### config.mk
export PLATFORM = sky130hd
export DESIGN_NAME = bcd_conv_ctrl_flat
export DESIGN_NICKNAME = d
export VERILOG_FILES = /design/src/rtl/bcd_conv_ctrl_pkg.sv /design/src/rtl/bcd_conv_ctrl_if.sv /design/src/rtl/bcd_conv_ctrl_rr_arb2.sv /design/src/rtl/bcd_conv_ctrl.sv /design/src/flat_wrapper.sv
export SDC_FILE = /design/constraint.sdc
export NUM_CORES = 1
export LEC_CHECK = 0
export ABC_AREA = 1
export ABC_CLOCK_PERIOD_IN_PS = 3850
export BUFFER_PORTS_ARGS = -buffer_cell sky130_fd_sc_hd__buf_2
export CAP_MARGIN = 20
export CORE_MARGIN = 2
export CORE_UTILIZATION = 40
export CTS_CLUSTER_SIZE = 28
export DETAILED_ROUTE_END_ITERATION = 6
export PLACE_DENSITY = 0.73
export SYNTH_ARGS = -nofsm -noshare
export SYNTH_HDL_FRONTEND = slang
export SYNTH_SLANG_ARGS = --single-unit
### constraint.sdc
create_clock -name clk -period 3.85 [get_ports clk]
set_input_delay 0.5775 -clock clk [delete_from_list [all_inputs] [get_ports clk]]
set_output_delay 0.5775 -clock clk [all_outputs]
set_load 0.02 [all_outputs]
### src/rtl/bcd_conv_ctrl_pkg.sv
// ---------------------------------------------------------------------------
// bcd_conv_ctrl_pkg
// Shared definitions for the BCD converter controller slice.
//   - default widths and the conversion timeout
//   - requester source codes reported on out_src
//   - controller state encoding (3-bit)
//   - small helper to turn a source code into a one-hot grant vector
// ---------------------------------------------------------------------------
package bcd_conv_ctrl_pkg;

    localparam int M_DEFAULT         = 24;
    localparam int BCD_WIDTH_DEFAULT = 60;
    localparam int TIMEOUT_DEFAULT   = 255;

    // Source codes: ALU result path is requester 0, operand echo is requester 1
    localparam logic SRC_ALU  = 1'b0;
    localparam logic SRC_ECHO = 1'b1;

    typedef enum logic [2:0] {
        ST_IDLE  = 3'd0,
        ST_ISSUE = 3'd1,
        ST_WAIT  = 3'd2,
        ST_CLEAR = 3'd3,
        ST_HOLD  = 3'd4
    } state_t;

    function automatic logic [1:0] src_to_onehot(input logic src);
        return (src == SRC_ECHO) ? 2'b10 : 2'b01;
    endfunction

endpackage

### src/rtl/bcd_conv_ctrl_if.sv
// ---------------------------------------------------------------------------
// Interfaces for the BCD converter controller.
//   bcd_req_if  : requester -> controller (valid/val/fixed/is_signed, ready back)
//                 master = requester, slave = controller
//   bcd_conv_if : controller -> converter (ce/val/fixed/is_signed/rst, done/bcd back)
//                 master = controller, slave = converter
//   bcd_out_if  : controller -> display driver (valid/bcd/src, ready back)
//                 master = controller, slave = display driver
// ---------------------------------------------------------------------------
interface bcd_req_if
    import bcd_conv_ctrl_pkg::*;
#(
    parameter int M = M_DEFAULT
) ();
    logic         valid;
    logic [M-1:0] val;
    logic         fixed;
    logic         is_signed;
    logic         ready;

    modport master (output valid, val, fixed, is_signed, input  ready);
    modport slave  (input  valid, val, fixed, is_signed, output ready);
endinterface

interface bcd_conv_if
    import bcd_conv_ctrl_pkg::*;
#(
    parameter int M         = M_DEFAULT,
    parameter int BCD_WIDTH = BCD_WIDTH_DEFAULT
) ();
    logic                 ce;
    logic [M-1:0]         val;
    logic                 fixed;
    logic                 is_signed;
    logic                 rst;
    logic                 done;
    logic [BCD_WIDTH-1:0] bcd;

    modport master (output ce, val, fixed, is_signed, rst, input  done, bcd);
    modport slave  (input  ce, val, fixed, is_signed, rst, output done, bcd);
endinterface

interface bcd_out_if
    import bcd_conv_ctrl_pkg::*;
#(
    parameter int BCD_WIDTH = BCD_WIDTH_DEFAULT
) ();
    logic                 valid;
    logic [BCD_WIDTH-1:0] bcd;
    logic                 src;
    logic                 ready;

    modport master (output valid, bcd, src, input  ready);
    modport slave  (input  valid, bcd, src, output ready);
endinterface

### src/rtl/bcd_conv_ctrl_rr_arb2.sv
// ---------------------------------------------------------------------------
// rr_arb2
// Two-way round-robin arbiter. The pointer remembers the most recent grant and
// only moves when the owner tells it to (update), so a grant that is still
// being serviced does not disturb the fairness order.
//   clk, rst     : clock, async active-high reset (pointer resets to 1 so
//                  requester 0 wins the first tie)
//   req[1:0]     : request vector
//   update       : load the pointer from update_grant this cycle
//   update_grant : one-hot grant to record as "last served"
//   grant[1:0]   : one-hot grant, combinational from req and pointer
// ---------------------------------------------------------------------------
module rr_arb2 (
    input  logic       clk,
    input  logic       rst,
    input  logic [1:0] req,
    input  logic       update,
    input  logic [1:0] update_grant,
    output logic [1:0] grant
);

    logic last_q;

    // Pointer holds the index of the last requester served; an all-zero
    // update vector is ignored rather than treated as requester 0.
    always_ff @(posedge clk or posedge rst) begin
        if (rst) begin
            last_q <= 1'b1;
        end else if (update && (update_grant != 2'b00)) begin
            last_q <= update_grant[1];
        end
    end

    // A lone request is granted directly; on a tie the requester that was
    // not served last wins.
    always_comb begin
        grant = req;
        if (req == 2'b11) begin
            grant = last_q ? 2'b01 : 2'b10;
        end
    end

endmodule

### src/rtl/bcd_conv_ctrl.sv
// ---------------------------------------------------------------------------
// bcd_conv_ctrl
// Shares one binary-to-BCD converter between the ALU result path (req0) and
// the operand echo path (req1). A granted job is latched onto the converter
// inputs, started with a one-cycle conv_ce, and the result is captured when
// conv_done rises. The converter is reset for one cycle after every job, and
// the captured result is then offered to the display driver until consumed.
// A job that never completes raises a sticky error_led.
//   clk, rst  : clock, async active-high reset
//   req0/req1 : requester channels (slave side), ready is a one-cycle accept
//   conv      : converter channel (master side)
//   out       : result channel to the display driver (master side)
//   err_clr   : clears error_led
//   error_led : sticky conversion-timeout flag
// ---------------------------------------------------------------------------
module bcd_conv_ctrl
    import bcd_conv_ctrl_pkg::*;
#(
    parameter int M         = M_DEFAULT,
    parameter int BCD_WIDTH = BCD_WIDTH_DEFAULT,
    parameter int TIMEOUT   = TIMEOUT_DEFAULT
) (
    input  logic       clk,
    input  logic       rst,
    bcd_req_if.slave   req0,
    bcd_req_if.slave   req1,
    bcd_conv_if.master conv,
    bcd_out_if.master  out,
    input  logic       err_clr,
    output logic       error_led
);

    localparam int              CNT_W    = $clog2(TIMEOUT + 1);
    localparam logic [CNT_W-1:0] CNT_LAST = CNT_W'(TIMEOUT - 1);

    state_t               state_q, state_d;
    logic [CNT_W-1:0]     cnt_q;
    logic                 got_result_q;
    logic [M-1:0]         conv_val_q;
    logic                 conv_fixed_q;
    logic                 conv_signed_q;
    logic                 out_src_q;
    logic [BCD_WIDTH-1:0] out_bcd_q;
    logic                 error_q;
    logic [1:0]           arb_req;
    logic [1:0]           grant;
    logic                 timeout_hit;

    // Requests only reach the arbiter while idle, so nothing is granted
    // during a conversion or while a result waits for the display.
    assign arb_req = (state_q == ST_IDLE) ? {req1.valid, req0.valid} : 2'b00;

    rr_arb2 u_arb (
        .clk          (clk),
        .rst          (rst),
        .req          (arb_req),
        .update       (state_q == ST_CLEAR),
        .update_grant (src_to_onehot(out_src_q)),
        .grant        (grant)
    );

    // Ready is masked during reset so a held request is not strobed while
    // the registers cannot take it.
    assign req0.ready = grant[0] & ~rst;
    assign req1.ready = grant[1] & ~rst;

    // Timeout fires on the last allowed wait cycle only if done is absent,
    // which lets a coincident conv_done win.
    assign timeout_hit = (state_q == ST_WAIT) && !conv.done && (cnt_q == CNT_LAST);

    // State register.
    always_ff @(posedge clk or posedge rst) begin
        if (rst) begin
            state_q <= ST_IDLE;
        end else begin
            state_q <= state_d;
        end
    end

    // Next-state logic: accept -> start -> wait for done or timeout ->
    // converter reset -> hold result (only if one was captured).
    always_comb begin
        state_d = state_q;
        case (state_q)
            ST_IDLE: begin
                if (grant != 2'b00) begin
                    state_d = ST_ISSUE;
                end
            end
            ST_ISSUE: begin
                state_d = ST_WAIT;
            end
            ST_WAIT: begin
                if (conv.done || (cnt_q == CNT_LAST)) begin
                    state_d = ST_CLEAR;
                end
            end
            ST_CLEAR: begin
                state_d = got_result_q ? ST_HOLD : ST_IDLE;
            end
            ST_HOLD: begin
                if (out.ready) begin
                    state_d = ST_IDLE;
                end
            end
            default: begin
                state_d = ST_IDLE;
            end
        endcase
    end

    // Datapath registers: job latch on accept, wait counter, result capture.
    // The converter inputs only change in the accept cycle, so they stay
    // stable for the whole conversion and the following hold.
    always_ff @(posedge clk or posedge rst) begin
        if (rst) begin
            conv_val_q    <= '0;
            conv_fixed_q  <= 1'b0;
            conv_signed_q <= 1'b0;
            out_src_q     <= SRC_ALU;
            out_bcd_q     <= '0;
            cnt_q         <= '0;
            got_result_q  <= 1'b0;
        end else begin
            case (state_q)
                ST_IDLE: begin
                    if (grant[1]) begin
                        conv_val_q    <= req1.val;
                        conv_fixed_q  <= req1.fixed;
                        conv_signed_q <= req1.is_signed;
                        out_src_q     <= SRC_ECHO;
                    end else if (grant[0]) begin
                        conv_val_q    <= req0.val;
                        conv_fixed_q  <= req0.fixed;
                        conv_signed_q <= req0.is_signed;
                        out_src_q     <= SRC_ALU;
                    end
                end
                ST_ISSUE: begin
                    cnt_q        <= '0;
                    got_result_q <= 1'b0;
                end
                ST_WAIT: begin
                    cnt_q <= cnt_q + 1'b1;
                    if (conv.done) begin
                        out_bcd_q    <= conv.bcd;
                        got_result_q <= 1'b1;
                    end
                end
                default: begin
                end
            endcase
        end
    end

    // Sticky error: a new timeout beats a simultaneous clear.
    always_ff @(posedge clk or posedge rst) begin
        if (rst) begin
            error_q <= 1'b0;
        end else if (timeout_hit) begin
            error_q <= 1'b1;
        end else if (err_clr) begin
            error_q <= 1'b0;
        end
    end

    // The converter is held in reset with the system and pulsed after each
    // job because it must be reset before it can accept the next one.
    assign conv.ce        = (state_q == ST_ISSUE);
    assign conv.rst       = rst | (state_q == ST_CLEAR);
    assign conv.val       = conv_val_q;
    assign conv.fixed     = conv_fixed_q;
    assign conv.is_signed = conv_signed_q;

    assign out.valid = (state_q == ST_HOLD);
    assign out.bcd   = out_bcd_q;
    assign out.src   = out_src_q;

    assign error_led = error_q;

endmodule

### src/flat_wrapper.sv
// flat-port wrapper written by rule: the top's interface ports become plain ports
module bcd_conv_ctrl_flat import bcd_conv_ctrl_pkg::*;
#(
    parameter int M         = M_DEFAULT,
    parameter int BCD_WIDTH = BCD_WIDTH_DEFAULT,
    parameter int TIMEOUT   = TIMEOUT_DEFAULT
)
  (clk, rst, err_clr, error_led, req0_valid, req0_val, req0_fixed, req0_is_signed, req0_ready, req1_valid, req1_val, req1_fixed, req1_is_signed, req1_ready, conv_ce, conv_val, conv_fixed, conv_is_signed, conv_rst, conv_done, conv_bcd, out_valid, out_bcd, out_src, out_ready);
  bcd_req_if #(.M(M)) req0_i ();
  bcd_req_if #(.M(M)) req1_i ();
  bcd_conv_if #(.M(M), .BCD_WIDTH(BCD_WIDTH)) conv_i ();
  bcd_out_if #(.BCD_WIDTH(BCD_WIDTH)) out_i ();
  input  logic clk;
  input  logic rst;
  input  logic err_clr;
  output logic error_led;
  input wire logic [$bits(req0_i.valid)-1:0] req0_valid;
  input wire logic [$bits(req0_i.val)-1:0] req0_val;
  input wire logic [$bits(req0_i.fixed)-1:0] req0_fixed;
  input wire logic [$bits(req0_i.is_signed)-1:0] req0_is_signed;
  output wire logic [$bits(req0_i.ready)-1:0] req0_ready;
  input wire logic [$bits(req1_i.valid)-1:0] req1_valid;
  input wire logic [$bits(req1_i.val)-1:0] req1_val;
  input wire logic [$bits(req1_i.fixed)-1:0] req1_fixed;
  input wire logic [$bits(req1_i.is_signed)-1:0] req1_is_signed;
  output wire logic [$bits(req1_i.ready)-1:0] req1_ready;
  output wire logic [$bits(conv_i.ce)-1:0] conv_ce;
  output wire logic [$bits(conv_i.val)-1:0] conv_val;
  output wire logic [$bits(conv_i.fixed)-1:0] conv_fixed;
  output wire logic [$bits(conv_i.is_signed)-1:0] conv_is_signed;
  output wire logic [$bits(conv_i.rst)-1:0] conv_rst;
  input wire logic [$bits(conv_i.done)-1:0] conv_done;
  input wire logic [$bits(conv_i.bcd)-1:0] conv_bcd;
  output wire logic [$bits(out_i.valid)-1:0] out_valid;
  output wire logic [$bits(out_i.bcd)-1:0] out_bcd;
  output wire logic [$bits(out_i.src)-1:0] out_src;
  input wire logic [$bits(out_i.ready)-1:0] out_ready;
  assign req0_i.valid = req0_valid;
  assign req0_i.val = req0_val;
  assign req0_i.fixed = req0_fixed;
  assign req0_i.is_signed = req0_is_signed;
  assign req0_ready = req0_i.ready;
  assign req1_i.valid = req1_valid;
  assign req1_i.val = req1_val;
  assign req1_i.fixed = req1_fixed;
  assign req1_i.is_signed = req1_is_signed;
  assign req1_ready = req1_i.ready;
  assign conv_ce = conv_i.ce;
  assign conv_val = conv_i.val;
  assign conv_fixed = conv_i.fixed;
  assign conv_is_signed = conv_i.is_signed;
  assign conv_rst = conv_i.rst;
  assign conv_i.done = conv_done;
  assign conv_i.bcd = conv_bcd;
  assign out_valid = out_i.valid;
  assign out_bcd = out_i.bcd;
  assign out_src = out_i.src;
  assign out_i.ready = out_ready;
  bcd_conv_ctrl #(.M(M), .BCD_WIDTH(BCD_WIDTH), .TIMEOUT(TIMEOUT)) u_core (.clk(clk), .rst(rst), .req0(req0_i), .req1(req1_i), .conv(conv_i), .out(out_i), .err_clr(err_clr), .error_led(error_led));
endmodule
==> Word level (Yosys, flattened, before mapping) <==
Index checks and enable logic that the tools add are counted.
Widths: inputs -> output; s select.
{ "word_totals": {"input_bits": 119, "ff_bits": 101, "wordCells": 61} }
{ "op_classes": {"n_addsub": 1, "reduce_logical": 14, "muxes": 22, "bitwise": 4, "n_eq_ne": 10} }
{ "ops": {"columns": ["operator", "n"], "rows": [
  ["$mux 24", 2],
  ["$pmux 8 s2", 1],
  ["$pmux 3 s5", 1],
  ["$mux 3", 4],
  ["$mux 1", 9],
  ["$add 8x1->8 const B", 1],
  ["$eq 8x8->1 const B", 1],
  ["$mux 2", 4],
  ["$reduce_bool 2->1", 4],
  ["$eq 3x2->1 const B", 2],
  ["$ne 2x2->1 const B", 3],
  ["$reduce_and 2->1", 3],
  ["$eq 3x1->1 const B", 1],
  ["$eq 3x3->1 const B", 1],
  ["$logic_and 1x1->1", 3],
  ["$logic_not 3->1", 1],
  ["$reduce_and 3->1", 1],
  ["$and 1x1->1", 2],
  ["$eq 2x2->1 const B", 1],
  ["$ne 2x1->1 const B", 1],
  ["$pmux 1 s2", 1],
  ["$logic_not 1->1", 1],
  ["$logic_or 1x1->1", 1],
  ["$not 1->1", 1],
  ["$or 1x1->1", 1]
]} }

==> Logic depth before layout (Yosys ltp) <==
{ "logic_depth": {"word_depth": 7, "ltp_mapped": 8, "mapped_depth_nobuf": 8} }

==> Cells and area by module <==
From an unflattened synthesis, not the netlist that was laid out.
{ "hier_totals": {"hier_cells": 528, "hier_area_um2": 4506.8} }
{ "modules_own_cells": {"columns": ["mod", "cells_each", "area_each_um2", "instances"], "rows": [
  ["bcd_conv_ctrl", 517, 4441.8, 1],
  ["rr_arb2", 11, 65.1, 1]
]} }

==> Worst setup path after synthesis <==
Ideal clock, no wire load.
{ "synth_timing": {"kind": "in2out", "start": "input rst", "end": "output conv_rst", "t_required_ps": 3273, "arrival_ps": 3246, "cell_stages": 2, "setup_slack_ps": 26, "n_path_buf": 0, "path_cell_list": "inv_1 > nand2_1"} }
{ "synth_between": {"elab_chain_len": 1} }
{ "synth_lines": {"columns": ["item", "line", "text"], "rows": [
  ["start, declared", "flat_wrapper.sv:14", "input logic rst;"],
  ["$or 1x1->1", "bcd_conv_ctrl.sv:170", "assign conv.rst = rst | (state_q == ST_CLEAR);"],
  ["end, declared", "flat_wrapper.sv:31", "output wire logic [$bits(conv_i.rst)-1:0] conv_rst;"]
]} }
No other way between the ends.

==> Worst setup path in the final report <==
{ "layout_timing": {"start": "register u_core.state_q[0]", "end": "output req1_ready"} }
{ "layout_between": {"elab_chain_len": 5} }
{ "layout_lines": {"columns": ["item", "line", "text"], "rows": [
  ["start, declared", "bcd_conv_ctrl.sv:36", "state_t state_q, state_d;"],
  ["start signal, assigned", "bcd_conv_ctrl.sv:76", "state_q <= state_d;"],
  ["$logic_not 3->1 *", "bcd_conv_ctrl.sv:51", "assign arb_req = (state_q == ST_IDLE) ? {req1.valid, req0.valid} : 2'b00;"],
  ["$mux 2 *", "bcd_conv_ctrl.sv:51", null],
  ["$eq 2x2->1", "bcd_conv_ctrl_rr_arb2.sv:38", "if (req == 2'b11) begin"],
  ["$mux 2 *", "bcd_conv_ctrl_rr_arb2.sv:38", null],
  ["$and 1x1->1 *", "bcd_conv_ctrl.sv:65", "assign req1.ready = grant[1] & ~rst;"],
  ["end, declared", "flat_wrapper.sv:26", "output wire logic [$bits(req1_i.ready)-1:0] req1_ready;"]
]} }
Every way passes the cells marked *; elsewhere a longest branch is shown, timed or not.

==> impl_results.md <==
- Nets: 877
- Vias/cell: 4.93
- DRT Pass-1 Iters: 4
- GRT overflow: 0
- Initial antenna violation count: 0
- Bufs on Longest Clock Path: 2
- ANT nets after route: 0
- Via count of the first global-routing pass: 4276
- Rel. slew slack: 0.438
- Vias: 4456
- GRT Total Usage: 0.202
- Post-DP HPWL: 8750 um
- H-tree levels: 3
- Core Region: 11500 um2
- Hold slack: 0.354 ns
- CP arrival: 2.09 ns
- Worst-Skew Late Latency: 0.34 ns
- DRC viols: 0
- Cells after synthesis: 561
- Fmax: 0.375 GHz
- CTS tree: done
- Final Setup Violations: 0
- Ant. Diodes: 0
- Crit path to: req1_ready
- Max-slew violations: 0
- Cell variety after synth: 23
- Growth of design area from synthesis to finish: 29.6%
- Effective utilization at floorplan: 0.411
- Seq cells post-synth: 101
- FF-to-FF End: u_core.conv.val[0]$_DFFE_PP0P_
- Peak per-stage delay on the critical path: 0.44 ns
- Setup TNS: 0 ns
- Worst-path cell chain: nor2_4 -> nand2_4 -> nor2_8 -> inv_4 -> nor2_1 -> buf_2
- Slew @ Worst Pin: 0.841 ns
- Critical path required time: 3.27 ns
- Startpoint class of the critical path: flip-flop
- Post-CTS setup buffers: 0
- Clk_skew: 0.00730 ns
- Syn nets: 682
- Height of the die: 113 um
- Final min period: 2.67 ns
- Largest net degree at the start of global routing: 70
- Root Buffer: clkbuf_16
- Worst VDD drop: 0.435 mV
- Initial DRC Count: 381
- I/O pin total: 212
- Synthesized area per cell: 8.41 um2
- Crit path kind: flip-flop to output port
- # port buffers: 211
- # resized after CTS: 0
- Die area: 12700 um2
- Fin crit share: 0.693
- Yosys warning count: 0
- RSZ-0062 raised after global routing: false
- Status: finished, final reports clean
- Cell area after layout: 6110 um2
- Reg2reg start: u_core.state_q[0]$_DFFE_PP0P_
- Worst hold-check path type: primary input to asynchronous set/reset pin
- CTS Buf Count: 9
- Max Cap Viol: 0
- Critical-path maximum fanout: 28
- P_leak: 3.51 nW
- Sequential-to-total area share from yosys stat: 0.536
- Share of cells above drive strength 1: 0.334
- Post-CTS Hold Buffers: 0
- R2R setup slack: 1.95 ns
- Final Hold Fails: 0
- GP Congestion: 0.816
- Die Span X: 113 um
- Slowest-stage cell, CP: dfrtp_1
- Total chip power: 0.00494 W
- Routed wire length: 12700 um
- CP Launch Point: u_core.state_q[0]$_DFFE_PP0P_
- CTS clk-pin slew, worst paths: 0.08 ns
- Setup crit end kind: output port
- R2R depth: 5
- Power Density: 808 nW/um2
- First-pass GRT wire length: 21100 um
- Mapped Area: 4720 um2
- Cell Area, Placed: 5810 um2
- Clock Sinks: 101
- Routed len/inst: 14.0 um
- Row Count: 39
-- area by class of cell --
cell class                 count  area, um2
inverter                      44        170
clock inverter                 6       51.3
tap                          143        179
timing repair buffer         217       1110
fill                        1136       5350
multi-input combinational    383       1840
clock buffer                  10        229
sequential                   101       2530
-- through the flow --
step | utilization | std cells | worst slack [ns]
5_1_grt | 0.533 | 904 | 1.01
3_3_place_gp | 0.507 | 887 | 1.54
2_1_floorplan | - | 561 | 0.0261
3_5_place_dp | 0.507 | 887 | 1.55
6_report | 0.533 | 904 | 1.18
4_1_cts | 0.531 | 903 | 1.17
-- routing by layer --
metal	global-route usage	vias to the layer above	part of all wire
met5	0	-	0
met4	0.0545	0	0.0099
met3	0.0567	9	0.099
met2	0.307	197	0.44
met1	0.285	2058	0.45
li1	-	2192	-
-- kinds of logic (layout without fill, tap and decap cells) --
family / after synthesis / in the layout / synth area share
simple gates: 343 / 343 / 0.328
fa+ha+maj: 2 / 2 / 0.00530
compound gates: 38 / 38 / 0.0565
buf+inv: 77 / 277 / 0.0742
flops: 101 / 101 / 0.536
-- sequential cells by signal, summed over array words and instances (netlist names) --
name                   cells
u_core.state_q             3
u_core.got_result_q        1
u_core.conv.is_signed      1
u_core.cnt_q               8
u_core.conv.fixed          1
u_core.error_led           1
u_core.out.bcd            60
u_core.u_arb.last_q        1
u_core.out.src             1
u_core.conv.val           24
-- worst min path at each step --
stage,startpoint,endpoint,slack [ns],depth (start not counted)
global route,rst,u_core.out.bcd[11]$_DFFE_PP0P_,0.40,2
floorplan,u_core.u_arb.last_q$_DFFE_PP1P_,u_core.u_arb.last_q$_DFFE_PP1P_,0.48,2
finish,rst,u_core.out.bcd[59]$_DFFE_PP0P_,0.35,2
CTS,rst,u_core.out.bcd[15]$_DFFE_PP0P_,0.36,2
detailed placement,u_core.out.bcd[28]$_DFFE_PP0P_,u_core.out.bcd[28]$_DFFE_PP0P_,0.46,2
global placement,u_core.out.bcd[46]$_DFFE_PP0P_,u_core.out.bcd[46]$_DFFE_PP0P_,0.45,2
-- Yosys cell counts --
cell type / count / area share
nand2_1: 197 / 0.16
nand3_1: 115 / 0.12
dfrtp_1: 100 / 0.53
inv_1: 42 / 0.033
o21bai_1: 26 / 0.041
buf_2: 17 / 0.018
nand3_2: 11 / 0.023
o21ai_0: 11 / 0.012
nor2_1: 10 / 0.0080
clkbuf_1: 9 / 0.0072
buf_4: 4 / 0.0064
nand4_1: 4 / 0.0053
buf_6: 3 / 0.0072
ha_1: 2 / 0.0053
nand2_2: 2 / 0.0027
a21oi_4: 1 / 0.0034
dfstp_2: 1 / 0.0056
inv_2: 1 / 0.00079
inv_4: 1 / 0.0013
nand2_4: 1 / 0.0024
nor2_4: 1 / 0.0024
nor2_8: 1 / 0.0042
nor3_1: 1 / 0.0011
-- power breakdown --
part,leakage [nW],switching [W],internal (W)
registers,1.27,0.000269,0.00153
logic,2.09,0.00156,0.000711
clock network,0.140,0.000419,0.000452
total,3.51,0.00225,0.00269
-- critical path, delay by kind of cell (launching register included) --
kind,cells,cell delay [ns]
buffers and inverters,2,0.38
flip-flops,1,0.44
AND/OR/NAND/NOR,4,0.91
-- layout by cell type (no fill, tap or decap) --
| cell type | count |
|---|---|
| nor3_1 | 1 |
| nand4_1 | 4 |
| o21bai_1 | 26 |
| a21oi_4 | 1 |
| nand3_2 | 11 |
| dfrtp_1 | 100 |
| nand2_2 | 3 |
| buf_12 | 1 |
| dfstp_2 | 1 |
| clkbuf_1 | 1 |
| clkinv_2 | 1 |
| buf_2 | 211 |
| inv_2 | 1 |
| o21ai_0 | 11 |
| inv_8 | 1 |
| nand2_1 | 196 |
| nor2_8 | 1 |
| nand2_4 | 1 |
| inv_1 | 41 |
| inv_4 | 2 |
| ha_1 | 2 |
| nand3_1 | 115 |
| clkbuf_16 | 9 |
| nor2_4 | 1 |
| nor2_1 | 10 |
| inv_6 | 4 |
| buf_4 | 5 |
Power figures use the tool's default switching activity.
